===== src/rtl/ex_hazard_ctrl_pkg.sv =====
// Shared pipeline definitions: multiply/divide sequencer states and EX operand
// forwarding selects, also used by the EX stage operand mux.
package ex_hazard_ctrl_pkg;

  typedef enum logic [1:0] {
    IDLE  = 2'd0,
    ISSUE = 2'd1,
    WAIT  = 2'd2,
    DONE  = 2'd3
  } md_state_t;

  localparam logic [1:0] FWD_RF  = 2'b00;
  localparam logic [1:0] FWD_MEM = 2'b10;
  localparam logic [1:0] FWD_WB  = 2'b01;

  // A later stage will write the register being read (x0 never forwards).
  function automatic logic reg_hit(input logic we, input logic [4:0] rd, input logic [4:0] rs);
    return we && (rd != 5'd0) && (rd == rs);
  endfunction

endpackage


===== src/rtl/ex_hazard_ctrl_if.sv =====
// Hazard-control bundle between the pipeline datapath (master) and the
// hazard controller (slave).
interface ex_hazard_ctrl_if;
  logic [4:0] id_ex_rs1;
  logic [4:0] id_ex_rs2;
  logic [4:0] id_ex_rd;
  logic       id_ex_mem_read;
  logic       id_ex_is_md;
  logic [4:0] if_id_rs1;
  logic [4:0] if_id_rs2;
  logic [4:0] ex_mem_rd;
  logic [4:0] mem_wb_rd;
  logic       ex_mem_reg_write;
  logic       mem_wb_reg_write;
  logic       flush_i;
  logic       md_done;
  logic [1:0] forwardA;
  logic [1:0] forwardB;
  logic       md_start;
  logic       md_kill;
  logic       stall_pc_if_id;
  logic       bubble_id_ex;
  logic       hold_ex;
  logic       md_result_sel;
  logic       md_error;

  modport master (
    output id_ex_rs1, id_ex_rs2, id_ex_rd, id_ex_mem_read, id_ex_is_md,
           if_id_rs1, if_id_rs2, ex_mem_rd, mem_wb_rd,
           ex_mem_reg_write, mem_wb_reg_write, flush_i, md_done,
    input  forwardA, forwardB, md_start, md_kill, stall_pc_if_id,
           bubble_id_ex, hold_ex, md_result_sel, md_error
  );

  modport slave (
    input  id_ex_rs1, id_ex_rs2, id_ex_rd, id_ex_mem_read, id_ex_is_md,
           if_id_rs1, if_id_rs2, ex_mem_rd, mem_wb_rd,
           ex_mem_reg_write, mem_wb_reg_write, flush_i, md_done,
    output forwardA, forwardB, md_start, md_kill, stall_pc_if_id,
           bubble_id_ex, hold_ex, md_result_sel, md_error
  );
endinterface


===== src/rtl/ex_hazard_ctrl_fwd_unit.sv =====
// Purely combinational register-index comparisons: EX operand forwarding
// selects and load-use detection against the instruction in ID.
module fwd_unit
  import ex_hazard_ctrl_pkg::*;
(
  input  logic [4:0] id_ex_rs1,
  input  logic [4:0] id_ex_rs2,
  input  logic [4:0] id_ex_rd,
  input  logic       id_ex_mem_read,
  input  logic [4:0] if_id_rs1,
  input  logic [4:0] if_id_rs2,
  input  logic [4:0] ex_mem_rd,
  input  logic [4:0] mem_wb_rd,
  input  logic       ex_mem_reg_write,
  input  logic       mem_wb_reg_write,
  output logic [1:0] forward_a,
  output logic [1:0] forward_b,
  output logic       load_use
);

  // EX/MEM holds the younger result, so it wins over MEM/WB.
  always_comb begin
    forward_a = FWD_RF;
    if (reg_hit(ex_mem_reg_write, ex_mem_rd, id_ex_rs1))
      forward_a = FWD_MEM;
    else if (reg_hit(mem_wb_reg_write, mem_wb_rd, id_ex_rs1))
      forward_a = FWD_WB;
  end

  always_comb begin
    forward_b = FWD_RF;
    if (reg_hit(ex_mem_reg_write, ex_mem_rd, id_ex_rs2))
      forward_b = FWD_MEM;
    else if (reg_hit(mem_wb_reg_write, mem_wb_rd, id_ex_rs2))
      forward_b = FWD_WB;
  end

  assign load_use = id_ex_mem_read && (id_ex_rd != 5'd0) &&
                    ((id_ex_rd == if_id_rs1) || (id_ex_rd == if_id_rs2));

endmodule


===== src/rtl/ex_hazard_ctrl.sv =====
// EX-stage hazard controller: forwarding/load-use via fwd_unit plus the
// multiply/divide issue sequencer with its timeout counter.
//
//   state | meaning
//   IDLE  | no md operation in flight; watch EX for an md instruction
//   ISSUE | md_start launched this cycle; EX held
//   WAIT  | waiting for md_done; EX held; timeout counter running
//   DONE  | EX/MEM captures the md result this cycle
module ex_hazard_ctrl
  import ex_hazard_ctrl_pkg::*;
#(
  parameter int MD_TIMEOUT = 64,
  parameter int CNT_W      = 7
) (
  input logic          clk,
  input logic          reset,
  ex_hazard_ctrl_if.slave hz
);

  md_state_t          state;
  logic [CNT_W-1:0]   cnt;
  logic [CNT_W-1:0]   cnt_inc;
  logic               md_error_q;
  logic               kill_q;
  logic               load_use;
  logic               busy;

  fwd_unit u_fwd (
    .id_ex_rs1        (hz.id_ex_rs1),
    .id_ex_rs2        (hz.id_ex_rs2),
    .id_ex_rd         (hz.id_ex_rd),
    .id_ex_mem_read   (hz.id_ex_mem_read),
    .if_id_rs1        (hz.if_id_rs1),
    .if_id_rs2        (hz.if_id_rs2),
    .ex_mem_rd        (hz.ex_mem_rd),
    .mem_wb_rd        (hz.mem_wb_rd),
    .ex_mem_reg_write (hz.ex_mem_reg_write),
    .mem_wb_reg_write (hz.mem_wb_reg_write),
    .forward_a        (hz.forwardA),
    .forward_b        (hz.forwardB),
    .load_use         (load_use)
  );

  assign cnt_inc = cnt + CNT_W'(1);

  // A timeout raises md_error and a registered md_kill in the first IDLE cycle.
  always_ff @(posedge clk) begin
    if (reset) begin
      state      <= IDLE;
      cnt        <= '0;
      md_error_q <= 1'b0;
      kill_q     <= 1'b0;
    end else begin
      kill_q <= 1'b0;
      case (state)
        IDLE: begin
          if (hz.id_ex_is_md && !hz.flush_i)
            state <= ISSUE;
        end
        ISSUE: begin
          if (hz.flush_i) begin
            state <= IDLE;
          end else begin
            state <= WAIT;
            cnt   <= '0;
          end
        end
        WAIT: begin
          if (hz.flush_i) begin
            state <= IDLE;
          end else if (hz.md_done) begin
            state <= DONE;
          end else begin
            cnt <= cnt_inc;
            if (cnt_inc == CNT_W'(MD_TIMEOUT)) begin
              state      <= IDLE;
              md_error_q <= 1'b1;
              kill_q     <= 1'b1;
            end
          end
        end
        DONE:    state <= IDLE;
        default: state <= IDLE;
      endcase
    end
  end

  assign busy = (state == ISSUE) || (state == WAIT);

  // A flush releases the held stages in the same cycle it kills the unit.
  assign hz.md_start       = !reset && (state == ISSUE) && !hz.flush_i;
  assign hz.md_kill        = !reset && (kill_q || (busy && hz.flush_i));
  assign hz.hold_ex        = !reset && busy && !hz.flush_i;
  assign hz.stall_pc_if_id = !reset && (busy ? !hz.flush_i : load_use);
  assign hz.bubble_id_ex   = !reset && !busy && load_use;
  assign hz.md_result_sel  = !reset && (state == DONE) && !hz.flush_i;
  assign hz.md_error       = md_error_q;

endmodule


===== src/flat_wrapper.sv =====
// flat-port wrapper written by rule: the top's interface ports become plain ports
module ex_hazard_ctrl_flat import ex_hazard_ctrl_pkg::*;
#(
  parameter int MD_TIMEOUT = 64,
  parameter int CNT_W      = 7
)
  (clk, reset, hz_id_ex_rs1, hz_id_ex_rs2, hz_id_ex_rd, hz_id_ex_mem_read, hz_id_ex_is_md, hz_if_id_rs1, hz_if_id_rs2, hz_ex_mem_rd, hz_mem_wb_rd, hz_ex_mem_reg_write, hz_mem_wb_reg_write, hz_flush_i, hz_md_done, hz_forwardA, hz_forwardB, hz_md_start, hz_md_kill, hz_stall_pc_if_id, hz_bubble_id_ex, hz_hold_ex, hz_md_result_sel, hz_md_error);
  ex_hazard_ctrl_if hz_i ();
  input logic clk;
  input logic reset;
  input wire logic [$bits(hz_i.id_ex_rs1)-1:0] hz_id_ex_rs1;
  input wire logic [$bits(hz_i.id_ex_rs2)-1:0] hz_id_ex_rs2;
  input wire logic [$bits(hz_i.id_ex_rd)-1:0] hz_id_ex_rd;
  input wire logic [$bits(hz_i.id_ex_mem_read)-1:0] hz_id_ex_mem_read;
  input wire logic [$bits(hz_i.id_ex_is_md)-1:0] hz_id_ex_is_md;
  input wire logic [$bits(hz_i.if_id_rs1)-1:0] hz_if_id_rs1;
  input wire logic [$bits(hz_i.if_id_rs2)-1:0] hz_if_id_rs2;
  input wire logic [$bits(hz_i.ex_mem_rd)-1:0] hz_ex_mem_rd;
  input wire logic [$bits(hz_i.mem_wb_rd)-1:0] hz_mem_wb_rd;
  input wire logic [$bits(hz_i.ex_mem_reg_write)-1:0] hz_ex_mem_reg_write;
  input wire logic [$bits(hz_i.mem_wb_reg_write)-1:0] hz_mem_wb_reg_write;
  input wire logic [$bits(hz_i.flush_i)-1:0] hz_flush_i;
  input wire logic [$bits(hz_i.md_done)-1:0] hz_md_done;
  output wire logic [$bits(hz_i.forwardA)-1:0] hz_forwardA;
  output wire logic [$bits(hz_i.forwardB)-1:0] hz_forwardB;
  output wire logic [$bits(hz_i.md_start)-1:0] hz_md_start;
  output wire logic [$bits(hz_i.md_kill)-1:0] hz_md_kill;
  output wire logic [$bits(hz_i.stall_pc_if_id)-1:0] hz_stall_pc_if_id;
  output wire logic [$bits(hz_i.bubble_id_ex)-1:0] hz_bubble_id_ex;
  output wire logic [$bits(hz_i.hold_ex)-1:0] hz_hold_ex;
  output wire logic [$bits(hz_i.md_result_sel)-1:0] hz_md_result_sel;
  output wire logic [$bits(hz_i.md_error)-1:0] hz_md_error;
  assign hz_i.id_ex_rs1 = hz_id_ex_rs1;
  assign hz_i.id_ex_rs2 = hz_id_ex_rs2;
  assign hz_i.id_ex_rd = hz_id_ex_rd;
  assign hz_i.id_ex_mem_read = hz_id_ex_mem_read;
  assign hz_i.id_ex_is_md = hz_id_ex_is_md;
  assign hz_i.if_id_rs1 = hz_if_id_rs1;
  assign hz_i.if_id_rs2 = hz_if_id_rs2;
  assign hz_i.ex_mem_rd = hz_ex_mem_rd;
  assign hz_i.mem_wb_rd = hz_mem_wb_rd;
  assign hz_i.ex_mem_reg_write = hz_ex_mem_reg_write;
  assign hz_i.mem_wb_reg_write = hz_mem_wb_reg_write;
  assign hz_i.flush_i = hz_flush_i;
  assign hz_i.md_done = hz_md_done;
  assign hz_forwardA = hz_i.forwardA;
  assign hz_forwardB = hz_i.forwardB;
  assign hz_md_start = hz_i.md_start;
  assign hz_md_kill = hz_i.md_kill;
  assign hz_stall_pc_if_id = hz_i.stall_pc_if_id;
  assign hz_bubble_id_ex = hz_i.bubble_id_ex;
  assign hz_hold_ex = hz_i.hold_ex;
  assign hz_md_result_sel = hz_i.md_result_sel;
  assign hz_md_error = hz_i.md_error;
  ex_hazard_ctrl #(.MD_TIMEOUT(MD_TIMEOUT), .CNT_W(CNT_W)) u_core (.clk(clk), .reset(reset), .hz(hz_i));
endmodule

===== config.mk =====
export PLATFORM = sky130hd
export DESIGN_NAME = ex_hazard_ctrl_flat
export DESIGN_NICKNAME = d
export VERILOG_FILES = /design/src/rtl/ex_hazard_ctrl_pkg.sv /design/src/rtl/ex_hazard_ctrl_if.sv /design/src/rtl/ex_hazard_ctrl_fwd_unit.sv /design/src/rtl/ex_hazard_ctrl.sv /design/src/flat_wrapper.sv
export SDC_FILE = /design/constraint.sdc
export NUM_CORES = 1
export LEC_CHECK = 0
export BUFFER_PORTS_ARGS = -buffer_cell sky130_fd_sc_hd__buf_2
export CORE_MARGIN = 2
export CORE_UTILIZATION = 46
export DETAILED_ROUTE_END_ITERATION = 16
export GPL_TIMING_DRIVEN = 0
export PLACE_DENSITY = 0.77
export SLEW_MARGIN = 20
export SYNTH_ARGS = -nofsm -noshare
export SYNTH_HDL_FRONTEND = slang
export SYNTH_HIERARCHICAL = 1
export SYNTH_SLANG_ARGS = --single-unit

===== constraint.sdc =====
create_clock -name clk -period 2.75 [get_ports clk]
set_input_delay 0.6875 -clock clk [delete_from_list [all_inputs] [get_ports clk]]
set_output_delay 0.6875 -clock clk [all_outputs]
set_load 0.1 [all_outputs]

; After elaboration in Yosys (flattened, before gate mapping)
; Cells that the tools add are included.
; Widths: inputs -> output; s select.
[classes]
n_eq_ne = 15
bitwise_logic = 3
mux = 16
add_sub_neg = 1
n_reduce_logical = 35
[ops]
columns = op, count
row1 = $eq 5x5->1, 6
row2 = $mux 7, 3
row3 = $logic_and 1x1->1, 20
row4 = $reduce_bool 5->1, 3
row5 = $mux 2, 7
row6 = $pmux 7 s2, 1
row7 = $pmux 2 s4, 1
row8 = $reduce_and 4->1, 2
row9 = $add 7x1->7 const B, 1
row10 = $eq 7x7->1 const B, 1
row11 = $ne 2x2->1 const B, 3
row12 = $eq 2x2->1 const B, 2
row13 = $mux 1, 4
row14 = $ne 4x3->1 const B, 1
row15 = $reduce_or 4->1, 1
row16 = $logic_not 1->1, 3
row17 = $logic_or 1x1->1, 3
row18 = $not 1->1, 3
row19 = $eq 2x1->1 const B, 1
row20 = $logic_not 2->1, 1
row21 = $ne 2x1->1 const B, 1
row22 = $reduce_and 2->1, 1
row23 = $reduce_bool 2->1, 1
[totals]
ff_bits = 11
inputBits = 43
output_inout_bits = 11
wordCells = 74

; Longest topological paths before layout
[logic_depth]
depth_word = 6
ltp_mapped = 6
mapped_depth_nobuf = 6

; By module
; The synthesis kept the hierarchy.
[by_module_without_submodules]
columns = mod, n_inst, seq_area_each_um2, cells_per_inst, area_per_inst_um2
row1 = ex_hazard_ctrl, 1, 220.2, 91, 759.5
row2 = fwd_unit, 1, 0.0, 49, 391.6

; Worst setup path after synthesis
; No wires, ideal clock.
[synth_path]
kind = input port to output port
from = input hz_ex_mem_rd[4]
to = output hz_forwardA[0]
slack_ps = -3020
cell_stages = 4
n_path_buf = 0
t_arrival_ps = 5082
path_cell_list = or4_1 o21ai_2 nor4_1 nor4_2
[synth_between]
elab_chain_len = 4
elab_cells_between_ends = 5
[synth_lines]
columns = element, line_no
row1 = "start, declared", flat_wrapper.sv:18  ; input wire logic [$bits(hz_i.ex_mem_rd)-1:0] hz_ex_mem_rd;
row2 = $reduce_bool 5->1, ex_hazard_ctrl_pkg.sv:18  ; return we && (rd != 5'd0) && (rd == rs);
row3 = $logic_and 1x1->1, ex_hazard_ctrl_pkg.sv:18
row4 = $logic_and 1x1->1 (*), ex_hazard_ctrl_pkg.sv:18
row5 = $mux 2 (*), ex_hazard_ctrl_fwd_unit.sv:24  ; if (reg_hit(ex_mem_reg_write, ex_mem_rd, id_ex_rs1))
row6 = "end, declared", flat_wrapper.sv:24  ; output wire logic [$bits(hz_i.forwardA)-1:0] hz_forwardA;
; Every way passes the cells marked *; elsewhere a longest branch is shown, timed or not.

; Final worst setup path
[layout_path]
from = input hz_id_ex_rs1[3]
to = output hz_forwardA[0]
[layout_between]
elab_chain_len = 4
elab_cells_between_ends = 6
[layout_lines]
columns = element, line_no
row1 = "start, declared", flat_wrapper.sv:11  ; input wire logic [$bits(hz_i.id_ex_rs1)-1:0] hz_id_ex_rs1;
row2 = $eq 5x5->1, ex_hazard_ctrl_pkg.sv:18
row3 = $logic_and 1x1->1, ex_hazard_ctrl_pkg.sv:18
row4 = $mux 1, ex_hazard_ctrl_fwd_unit.sv:26  ; else if (reg_hit(mem_wb_reg_write, mem_wb_rd, id_ex_rs1))
row5 = $mux 2 (*), ex_hazard_ctrl_fwd_unit.sv:24
; Marks and branches as above.

==> impl_metrics.csv <==
group,metric,value,unit
sta,hold_ws,0.4609,ns
placement,dpl_cell_area,0.001559,sq mm
global_route,grt_start_max_net_pins,11,
clock_tree,cts_buffer_depth,2,
clock_tree,cts_hold_buf,0,
sta,fin_crit_sh,1.010,
synth,netlist-cell-type-count,41,
worst_setup_path,path_max_fanout,2,
route,vias_per_cell,5.551,
sta,period_needed,2.778,ns
global_route,antenna_found_initial,0,
clock_tree,clkTransAtPathRegs,0.07,ns
synth,async_flop_share,0,
synth,synth.avg_cell_area,8.222,sq um
route,wl_per_cell,13.24,um
route,vias,1249,
die,die_x,54.03,um
power,worst_ir_drop_vdd,258.5,uV
sta,setup_viol,1,
sta,slew_violations,0,
synth,synthMuxAreaShare,0.02609,
cells_and_area,fillCellCount,193,
sta,finClkSkew,0.002768,ns
route,drt_iter0_markers,32,
cells_and_area,n_antenna_cell,0,
synth,netlist_instances,140,
placement,io_buffers,50,
die,coreArea,0.002432,sq mm
run_status,status,"finished with violations",
worst_setup_path,end_kind,"output port",
power,total_power,0.0004910,W
synth,synth_top_area_cell,"dfxtp_1",
synth,synth_ff_type,"dfxtp_1",
power,p_per_area,290.9,mW/mm^2
worst_setup_path,arrival,2.09,ns
cells_and_area,fin_area,0.001688,sq mm
die,rows,18,
synth,synthSimpleGateAreaFrac,0.2967,
clock_tree,htreeDepth,1,
sta,rsz0062_at_grt,"yes",
die,num_io_pins,54,
power,p_leak,0.7202,nW
synth,synth-seq-area-share,0.1913,
synth,synth-seq-cells,11,
synth,yosys-top-cells-area,"dfxtp_1 (19%), xor2_1 (15%), xnor2_1 (8.4%)",
placement,gp_congestion,0.9204,
global_route,groute.usage.overall,0.2301,
worst_setup_path,start_kind,"input port",
cells_and_area,nets,245,
synth,synth_adder_area_share,0.06522,
synth,synth_nets,189,
global_route,grt_pass1_vias,1093,
run_status,violations,"setup timing",
job,maxCapViolCount,0,
placement,hpwl,2382,um
sta,fin_ws,-0.02795,ns
synth,synth_compound_area_frac,0.1489,
sta,relSlewSlack,0.6690,
die,die_h,54.03,um
synth,synth_top_family_by_area,"simple AND/OR/NAND/NOR gates",
die,start_util,0.4733,
route,drc,0,
route,wirelength,2978,um
die,dieArea,0.002919,sq mm
sta,timing.setup.tns,-0.02795,ns
clock_tree,cts_sinks,11,
cells_and_area,drive_gt1_frac,0.4103,
global_route,grt_pass1_wl,4912,um
worst_setup_path,crit_type,"in2out",
synth,yosysTopAreaCellShare,0.1913,
cells_and_area,syn_to_final_growth,46.63,%
worst_setup_path,required,2.06,ns
route,ant_nets,0,
global_route,overflow,0,
clock_tree,cts_root_buffer,"clkbuf_4",
sta,finalHoldViolCount,0,
synth,synth_edf_count,0,
hold_path,hold_class,"reg2reg",
synth,syn_area,0.001151,sq mm
clock_tree,cts_tree,"built",
synth,synth_warnings,6,
synth,synth-xor-area-share,0.2359,
sta,worst_slew_pin_slew,0.4965,ns
sta,clock.fmax,0.3600,GHz
clock_tree,numCtsBuffers,3,
clock_tree,clk_latency,0.26,ns
route,first_pass_iters,5,
-- cell usage after synthesis, types with 2 or more instances --
master	instances
a21oi_1	8
nor3_1	4
nand2_1	5
nor3b_1	4
inv_1	6
buf_2	3
nor4_2	2
nand4_1	2
or4_1	6
nor2_1	5
xor2_1	20
xnor2_1	11
nand3_1	7
ha_1	6
a22o_1	2
a31oi_1	2
nor4_1	2
o21ai_1	2
dfxtp_1	11
and2_1	6
o21ai_0	4
mux2i_1	3
-- layer usage --
metal	vias up	GRT usage	routed length [um]
met5	-	0	0
met1	583	0.2860	1239
met2	47	0.3963	1536
met4	0	0.04583	10
li1	617	-	-
met3	2	0.06389	191
-- stage by stage --
step	worst slack [ns]	cells	utilization
after floorplan	-0.5621	140	-
after global placement	-0.2351	220	0.6409
after detailed placement	-0.2447	220	0.6409
after CTS	-0.04007	225	0.6821
after global routing	-0.04611	225	0.6939
final	-0.02795	225	0.6939
-- area by class of cell --
class / count / area [sq um] / area share
multi-input cells: 119 / 1025 / 0.6071
flip-flops and latches: 11 / 220.2 / 0.1305
clock buffers: 4 / 26.28 / 0.01557
inverters: 6 / 22.52 / 0.01334
plain buffers: 4 / 18.77 / 0.01112
well taps: 30 / 37.54 / 0.02224
repair buffers: 51 / 337.8 / 0.2001
-- registers in the layout, summed over array words and instances (netlist names) --
name	flops
u_core/cnt	7
u_core/hz.md_error	1
u_core/kill_q	1
u_core/state	2
-- kinds of logic (layout without fill, tap and decap cells) --
logic type | Yosys count | count (layout)
and+or+nand+nor | 53 | 53
xor gates and xnor gates | 31 | 31
buffers and inverters | 10 | 65
muxes | 3 | 3
adders and majority gates | 6 | 6
AOI/OAI and AO/OA | 26 | 26
DFF | 11 | 11
-- placed cells by master, fill, tap and decap left out, types with 4 or more instances in the layout --
cell      instances
inv_1             6
xnor2_1           5
or4_4             4
nor3_1            4
nor2_1            4
nor4_4            4
buf_6             6
xor2_1           20
buf_2            41
dfxtp_1          11
clkbuf_4          4
nand3_1           7
and2_1            6
ha_1              6
xnor2_2           6
nand2_1           5
a21oi_1           8
-- worst max-delay path, stage by stage --
cell and delay, ns:
buf_2 0.13, xor2_1 0.15, or4_4 0.53, nor4_4 0.32
buf_6 0.27
-- timing repair --
action	in CTS	in global routing
resized for setup	19	9
endpoints found under the setup margin	4	4
pin swaps	5	5
cloned	0	0
setup buffers	1	0
-- final timing paths --
kind	end	slack [ns]	start	cells after the start
min	u_core/hz.md_error	0.46	u_core/hz.md_error	1
min reg2reg	u_core/hz.md_error	0.46	u_core/hz.md_error	1
max	hz_forwardA[0]	-0.03	hz_id_ex_rs1[3]	5
max reg2reg	u_core/state[1]	0.82	u_core/state[0]	5
-- power breakdown --
| part | leakage (nW) | switching [W] | internal (W) |
|---|---|---|---|
| clock network | 0.0150 | 0.0000543 | 0.0000560 |
| registers | 0.0889 | 0.00000276 | 0.000162 |
| logic | 0.616 | 0.000124 | 0.0000923 |
| total | 0.720 | 0.000181 | 0.000310 |
Note: power is estimated with default switching activity, not from simulation.
